--- src/rtl/game_flow_ctrl.sv ---
// game_flow_ctrl: top-level sequencer for the 2x2 sliding-tile puzzle.
// Picks a preset board, starts and restarts games, gates move pulses
// to the play controller and counts legal moves from the tracked blank.
//
// Ports:
//   clk_d        system clock, rising edge
//   reset        asynchronous active-low reset
//   act[3:0]     key pulses: [0]=up [1]=right [2]=down [3]=left
//   btn_confirm  confirm pulse
//   btn_restart  restart pulse
//   btn_back     back pulse
//   win_flag     registered win indication from the play controller
//   game_status  00 CHOSE_BOARD, 01 GAMING, 10 GAME_INITIAL, 11 WINNED
//   origin_board selected preset board
//   board_idx    selected preset index
//   restart      one-cycle strobe into the play controller
//   act_out      registered, gated copy of act
//   move_count   legal moves this attempt, saturating at 999
module game_flow_ctrl (
  input  logic        clk_d,
  input  logic        reset,
  input  logic [3:0]  act,
  input  logic        btn_confirm,
  input  logic        btn_restart,
  input  logic        btn_back,
  input  logic        win_flag,
  output logic [1:0]  game_status,
  output logic [11:0] origin_board,
  output logic [1:0]  board_idx,
  output logic        restart,
  output logic [3:0]  act_out,
  output logic [9:0]  move_count
);

  localparam int unsigned BOARD_W = 12;
  localparam int unsigned CNT_W   = 10;

  localparam logic [BOARD_W-1:0] BOARD0 = 12'b001_011_100_000;
  localparam logic [BOARD_W-1:0] BOARD1 = 12'b011_000_100_001;
  localparam logic [BOARD_W-1:0] BOARD2 = 12'b000_001_100_010;
  localparam logic [BOARD_W-1:0] BOARD3 = 12'b010_000_100_001;

  localparam logic [CNT_W-1:0] CNT_MAX = CNT_W'(999);

  // Blank position encoding
  localparam logic [1:0] POS_LU = 2'd0;
  localparam logic [1:0] POS_RU = 2'd1;
  localparam logic [1:0] POS_LD = 2'd2;
  localparam logic [1:0] POS_RD = 2'd3;

  typedef enum logic [1:0] {
    ST_CHOSE_BOARD  = 2'b00,
    ST_GAMING       = 2'b01,
    ST_GAME_INITIAL = 2'b10,
    ST_WINNED       = 2'b11
  } state_t;

  state_t             state_q, state_d;
  logic [1:0]         idx_q, idx_d;
  logic [BOARD_W-1:0] origin_q, origin_d;
  logic               restart_q, restart_d;
  logic [3:0]         act_out_q, act_out_d;
  logic [CNT_W-1:0]   count_q, count_d;
  logic [1:0]         blank_q, blank_d;
  logic [1:0]         guard_q, guard_d;

  // Preset lookup
  function automatic logic [BOARD_W-1:0] preset(input logic [1:0] idx);
    logic [BOARD_W-1:0] b;
    case (idx)
      2'd0:    b = BOARD0;
      2'd1:    b = BOARD1;
      2'd2:    b = BOARD2;
      default: b = BOARD3;
    endcase
    return b;
  endfunction

  // State and datapath registers
  always_ff @(posedge clk_d or negedge reset) begin
    if (!reset) begin
      state_q   <= ST_CHOSE_BOARD;
      idx_q     <= 2'd0;
      origin_q  <= BOARD0;
      restart_q <= 1'b0;
      act_out_q <= 4'd0;
      count_q   <= '0;
      blank_q   <= POS_LD;
      guard_q   <= 2'd0;
    end else begin
      state_q   <= state_d;
      idx_q     <= idx_d;
      origin_q  <= origin_d;
      restart_q <= restart_d;
      act_out_q <= act_out_d;
      count_q   <= count_d;
      blank_q   <= blank_d;
      guard_q   <= guard_d;
    end
  end

  // Next-state logic
  always_comb begin
    state_d = state_q;
    case (state_q)
      ST_CHOSE_BOARD:  if (btn_confirm) state_d = ST_GAME_INITIAL;
      ST_GAME_INITIAL: state_d = ST_GAMING;
      ST_GAMING: begin
        if (btn_back)                             state_d = ST_CHOSE_BOARD;
        else if (btn_restart)                     state_d = ST_GAMING;
        else if (win_flag && (guard_q == 2'd0))   state_d = ST_WINNED;
      end
      ST_WINNED: begin
        if (btn_confirm || btn_back) state_d = ST_CHOSE_BOARD;
        else if (btn_restart)        state_d = ST_GAMING;
      end
      default: state_d = ST_CHOSE_BOARD;
    endcase
  end

  // Next values for the registered outputs and move tracking
  always_comb begin
    logic       do_restart;
    logic       legal;
    logic [1:0] new_blank;

    idx_d      = idx_q;
    restart_d  = 1'b0;
    act_out_d  = 4'd0;
    count_d    = count_q;
    blank_d    = blank_q;
    guard_d    = (guard_q != 2'd0) ? guard_q - 2'd1 : 2'd0;
    do_restart = 1'b0;
    legal      = 1'b0;
    new_blank  = blank_q;

    // Blank moves toward the pressed direction; first listed key wins
    case (blank_q)
      POS_LU: begin
        if (act[1])      begin legal = 1'b1; new_blank = POS_RU; end
        else if (act[2]) begin legal = 1'b1; new_blank = POS_LD; end
      end
      POS_RU: begin
        if (act[3])      begin legal = 1'b1; new_blank = POS_LU; end
        else if (act[2]) begin legal = 1'b1; new_blank = POS_RD; end
      end
      POS_LD: begin
        if (act[0])      begin legal = 1'b1; new_blank = POS_LU; end
        else if (act[1]) begin legal = 1'b1; new_blank = POS_RD; end
      end
      default: begin
        if (act[0])      begin legal = 1'b1; new_blank = POS_RU; end
        else if (act[3]) begin legal = 1'b1; new_blank = POS_LD; end
      end
    endcase

    case (state_q)
      ST_CHOSE_BOARD: begin
        if (!btn_confirm) begin
          if (act[0])      idx_d = idx_q - 2'd1;
          else if (act[2]) idx_d = idx_q + 2'd1;
        end
      end
      ST_GAME_INITIAL: do_restart = 1'b1;
      ST_GAMING: begin
        if (btn_back) begin
          // hold count, drop act
        end else if (btn_restart) begin
          do_restart = 1'b1;
        end else if (win_flag && (guard_q == 2'd0)) begin
          // win takes the cycle
        end else if (!restart_q) begin
          // first GAMING cycle of an attempt drops act
          act_out_d = act;
          if (legal) begin
            blank_d = new_blank;
            if (count_q != CNT_MAX) count_d = count_q + CNT_W'(1);
          end
        end
      end
      ST_WINNED: begin
        if (!(btn_confirm || btn_back) && btn_restart) do_restart = 1'b1;
      end
      default: ;
    endcase

    // Any restart: fresh attempt, win guard masks stale win_flag for 2 cycles
    if (do_restart) begin
      restart_d = 1'b1;
      count_d   = '0;
      blank_d   = POS_LD;
      guard_d   = 2'd2;
    end
  end

  assign origin_d = preset(idx_d);

  assign game_status  = state_q;
  assign board_idx    = idx_q;
  assign origin_board = origin_q;
  assign restart      = restart_q;
  assign act_out      = act_out_q;
  assign move_count   = count_q;

endmodule
--- config.mk ---
export PLATFORM = sky130hd
export DESIGN_NAME = game_flow_ctrl
export DESIGN_NICKNAME = d
export VERILOG_FILES = /design/src/rtl/game_flow_ctrl.sv
export SDC_FILE = /design/constraint.sdc
export NUM_CORES = 1
export LEC_CHECK = 0
export BUFFER_PORTS_ARGS = -buffer_cell sky130_fd_sc_hd__buf_2
export CAP_MARGIN = 30
export CELL_PAD_IN_SITES_DETAIL_PLACEMENT = 0
export CELL_PAD_IN_SITES_GLOBAL_PLACEMENT = 1
export CORE_MARGIN = 2
export CORE_UTILIZATION = 39
export DETAILED_ROUTE_END_ITERATION = 7
export MAX_ROUTING_LAYER = met4
export PLACE_DENSITY = 0.85
export SYNTH_ARGS = -nofsm -noshare
export SYNTH_HDL_FRONTEND = slang
export SYNTH_SLANG_ARGS = --single-unit
--- constraint.sdc ---
create_clock -name clk_d -period 2.3 [get_ports clk_d]
set_clock_uncertainty 0.2 [all_clocks]
set_input_delay 0.345 -clock clk_d [delete_from_list [all_inputs] [get_ports clk_d]]
set_output_delay 0.345 -clock clk_d [all_outputs]
set_load 0.02 [all_outputs]
# After elaboration in Yosys (flattened, before gate mapping)
# Cells that the tools add are included.
# W data, S select, Z words.
[classes]
addsub = 4
n_eq_ne = 18
n_mux = 56
reduce_logical = 16
[op_table]
columns = ["operator", "n"]
rows = [
  ["$mux W10", 8],
  ["$mux W2", 27],
  ["$pmux W11 S3", 1],
  ["$mux W4", 5],
  ["$ne A4 B4 Y1 const B", 4],
  ["$mux W1", 11],
  ["$add A10 B1 Y10 const B", 1],
  ["$ne A10 B10 Y1 const B", 1],
  ["$reduce_and A10 Y1", 1],
  ["$eq A2 B2 Y1 const B", 4],
  ["$logic_not A2 Y1", 4],
  ["$ne A2 B1 Y1 const B", 4],
  ["$pmux W2 S4", 1],
  ["$reduce_bool A2 Y1", 4],
  ["$reduce_and A7 Y1", 1],
  ["$eq A2 B1 Y1 const B", 3],
  ["$pmux W1 S3", 2],
  ["$pmux W2 S3", 1],
  ["$reduce_bool A6 Y1", 1],
  ["$sub A2 B1 Y2 const B", 2],
  ["$ne A3 B3 Y1 const B", 1],
  ["$reduce_and A3 Y1", 1],
  ["$add A2 B1 Y2 const B", 1],
  ["$logic_and A1 B1 Y1", 2],
  ["other kinds (3)", 3],
]
[totals]
ff_bits = 35
input_bits = 10
output_inout_bits = 31
wordCells = 102

# Longest topological paths before layout
[logic_depth]
ltp_word = 10
depth_mapped = 6
ltp_nobuf = 5

# Least setup slack after synthesis
# OpenSTA, ideal clock, no wires.
[synth_path]
path_type = "register to register"
startpoint = "reg count_q[0], in the netlist move_count[0]"
endpoint = "reg count_q[3], in the netlist move_count[3]"
setup_time_ps = 78
arrival_time_ps = 1720
t_required_ps = 2022
setup_slack_ps = 302
path_stages_with_launch = 7
path_buffers = 1
period_less_slack_ps = 1998
path_cell_list = "dfrtp_1 -> ha_1 -> and2_1 -> and4_1 -> clkbuf_1 -> or4_1 -> a21oi_1"
[synth_via]
elab_chain_cells = 9
elab_cells_between_ends = 12
cone_classes = "1 x add/sub; 1 x eq/ne; 8 x mux; 2 x reduce/logical"
[synth_lines]
columns = ["element", "line", "source"]
rows = [
  ["from (decl)", "63", "logic [CNT_W-1:0] count_q, count_d;"],
  ["from (signal assigned)", "96", "count_q <= count_d;"],
  ["$add A10 B1 Y10", "177", "if (count_q != CNT_MAX) count_d = count_q + CNT_W'(1);"],
  ["$mux W10", "177", ""],
  ["$mux W10", "175", "if (legal) begin"],
  ["$mux W10", "172", "end else if (!restart_q) begin"],
  ["$mux W10", "170", "end else if (win_flag && (guard_q == 2'd0)) begin"],
  ["$mux W10", "168", "end else if (btn_restart) begin"],
  ["$mux W10", "166", "if (btn_back) begin"],
  ["$mux W10", "157", "case (state_q)"],
  ["$mux W10", "188", "if (do_restart) begin"],
]
# Parallel ways exist; a longest one is shown, timed or not. The select of a mux whose other input is x is not followed.
# A chain may end at the register's enable or synchronous reset.

# Final worst setup path
[layout_path]
startpoint = "reg state_q[0], in the netlist game_status[0]"
endpoint = "reg count_q[4], in the netlist move_count[4]"
[layout_via]
elab_chain_cells = 4
elab_cells_between_ends = 13
cone_classes = "7 x eq/ne; 2 x mux; 4 x reduce/logical"
[layout_lines]
columns = ["element", "line", "source"]
rows = [
  ["from (decl)", "58", "state_t state_q, state_d;"],
  ["from (signal assigned)", "91", "state_q <= state_d;"],
  ["$eq A2 B2 Y1 / $eq A2 B1 Y1 (equally long branches)", "157", ""],
  ["$pmux W1 S3", "157", ""],
  ["$ne A2 B1 Y1 (no line) / $reduce_bool A2 Y1 (equally long branches)", "-", ""],
  ["$reduce_and A7 Y1 (no line)", "-", ""],
]
# Parallel ways exist; a longest one is shown, timed or not.

==> flow_metrics.tcl <==
set metrics [dict create \
    status "complete, no violations" \
    report.final.slew_viol_count 0 \
    ys_ff_latch 28 \
    fin_crit_ns 2.056 \
    swShare 0.3745 \
    finalHoldViolations 0 \
    p_seq_frac 0.431 \
    track_usage 0.1576 \
    ir_worst_vdd_mv 0.3629 \
    hold_depth 2 \
    grt_pass1_vias 1125 \
    insertion_delay_ns 0.27 \
    worstHoldEndpoint "act_out[3]" \
    synth_edf_count 0 \
    io-pin-count 41 \
    grt_max_degree 29 \
    cts_root_buffer "clkbuf_8" \
    fmax_ghz 0.4865 \
    path_class "flip-flop to flip-flop" \
    fp-row-count 22 \
    fin_crit_sh 0.8937 \
    yosysWarnings 0 \
    layout_common_cells "buf_2, dfrtp_1, nor2_1" \
    cts_max_level 1 \
    dp_cells 214 \
    dp_slack_ns 0.2800 \
    vias 1168 \
    post_dp_cell_area_um2 1637 \
    synth_top_cell_area_share 0.4178 \
    p_int_mw 1.099 \
    cts_buffers 3 \
    muxShareOfSynthArea 0.03220 \
    first_pass_iters 4 \
    hold_buffers 1 \
    postCtsSetupBuffers 0 \
    synthDistinctLibCells 45 \
    r2r_end "move_count[4]" \
    area_delta_synth_final_pct 19.50 \
    core-area_um2 3606 \
    gp_congestion 0.8186 \
    final_common_cell "buf_2" \
    drt_iter0_markers 46 \
    rsz0062_at_grt "false" \
    ff2ff_setup_slack_ns 0.24 \
    die_w_um 64.72 \
    worstPathMaxFanout 10 \
    synthTopCellsByArea "dfrtp_1, dfstp_2, buf_4, o31ai_1, xnor2_1" \
    maxCapViolCount 0 \
    setup_viol 0 \
    cts_buffer_depth 2 \
    final_area_um2 1718 \
    pwr-share-clk 0.219 \
    synth_top_cell_by_area "dfrtp_1" \
    die_h_um 64.72 \
    drive_gt1_frac 0.3158 \
    antennaDiodeCount 0 \
    reg2regPathDepth 5 \
    wl_per_cell_um 13.88 \
    cts_tree "done" \
    synthAdderAreaFrac 0.008703 \
    utilization 0.4764 \
    critPathArrivalTime_ns 2.05 \
    yosys.area_share.simple 0.2115 \
    synth_ff_type "dfrtp_1" \
    synth-xor-area-share 0.02437 \
    ant_nets 0 \
    combPwrFrac 0.350 \
    seq_area_frac_synth 0.4909 \
    grt-ovfl-total 0 \
    slew_headroom 0.5892 \
    cp.required_ns 2.29 \
    min-delay-start "act[3]" \
    hp-class "primary input to flip-flop" \
    hpwlAfterDp_um 2231 \
    drt_wl_total_um 3040 \
    r2r-start "game_status[0]" \
    synthesis.area_um2 1438 \
    cp-end-kind "flip-flop" \
    p_total_mw 1.756 \
    synth-compound-area-share 0.1610 \
    crit_path_start_kind "flip-flop" \
    layout_setup_ws_ns 0.2444 \
    netlist_instances 135 \
    antenna_found_initial 0 \
    async_reset_ff_frac 1.000 \
    setup-tns-final_ns 0 \
    p_leak_nw 0.8409 \
    clk_pin_slew_ns 0.10 \
    worstMarginPinSlew_ns 0.6163 \
    clock-sinks 28 \
    cts-resized-gates 0 \
    switching_power_uw 657.7 \
    dieArea_um2 4188 \
    p_per_area_nw_per_um2 1022 \
    start_util 0.3987 \
    final_net_count 183 \
    port-buffer-count 34 \
    grt_pass1_wl_um 5126 \
    drc 0 \
    viasPerCell 5.333 \
    avgSynthCellArea_um2 10.65 \
    whs_ns 0.1120 \
    instances_no_fill 219 \
    synth_top_family_by_area "simple AND/OR/NAND/NOR gates" \
]
[power by group through the flow]
stage	Sequential [mW]	Clock (mW)	Combinational, mW
floorplan	0.858	0	0.331
global placement	0.754	0	0.599
detailed placement	0.765	0	0.617
CTS	0.755	0.393	0.620
global route	0.778	0.407	0.681
finish	0.757	0.385	0.614
[registers in the layout (all words and copies together), names as in the netlist]
register      count
move_count       10
origin_board      5
act_out           4
blank_q           2
board_idx         2
game_status       2
guard_q           2
restart           1
[worst max-delay path, stage by stage, from the launching register on]
cell       delay (ns)
dfrtp_1          0.53
nor4b_4          0.30
o2111ai_2        0.21
buf_4            0.22
or3_1            0.34
a21oi_1          0.18
[routing by layer]
| metal | track usage | wire [um] | share of wire |
|---|---|---|---|
| met5 | - | 0 | 0 |
| met4 | 0.06915 | 53 | 0.017 |
| met3 | 0.01563 | 120 | 0.039 |
| met2 | 0.2629 | 1509 | 0.50 |
| met1 | 0.1947 | 1358 | 0.45 |
[synthesized netlist by cell type, types with 3 or more instances]
cell / number
nand2_1: 7
nand3_1: 3
nor2_1: 8
o21ai_0: 3
buf_4: 8
dfstp_2: 4
and2_1: 5
nor3_1: 3
inv_1: 6
o211ai_1: 4
nand2b_1: 3
xnor2_1: 4
a21oi_1: 6
o31ai_1: 5
dfrtp_1: 24
[kinds of logic after synthesis]
kind of cell	Yosys count
AOI/OAI and AO/OA	31
muxes	4
buffers and inverters	17
xor gates and xnor gates	4
adders and majority gates	1
other	2
and+or+nand+nor	48
DFF	28
[cell type report]
| cell class | count | area [um2] |
|---|---|---|
| inverters | 7 | 26.28 |
| multi-input cells | 94 | 651.9 |
| well taps | 48 | 60.06 |
| fillers | 342 | 1888 |
| flip-flops and latches | 28 | 705.7 |
| repair buffers | 38 | 202.7 |
| clock buffers | 3 | 41.29 |
| clock inverters | 1 | 30.03 |
[worst max path at each step]
stage / depth (start not counted) / end / from
floorplan: 6 / move_count[3] / move_count[0]
global placement: 5 / blank_q[1] / btn_restart
detailed placement: 6 / move_count[4] / btn_restart
CTS: 5 / move_count[4] / game_status[0]
global route: 5 / move_count[4] / game_status[0]
finish: 5 / move_count[4] / game_status[0]
(Power assumes the default switching activity.)
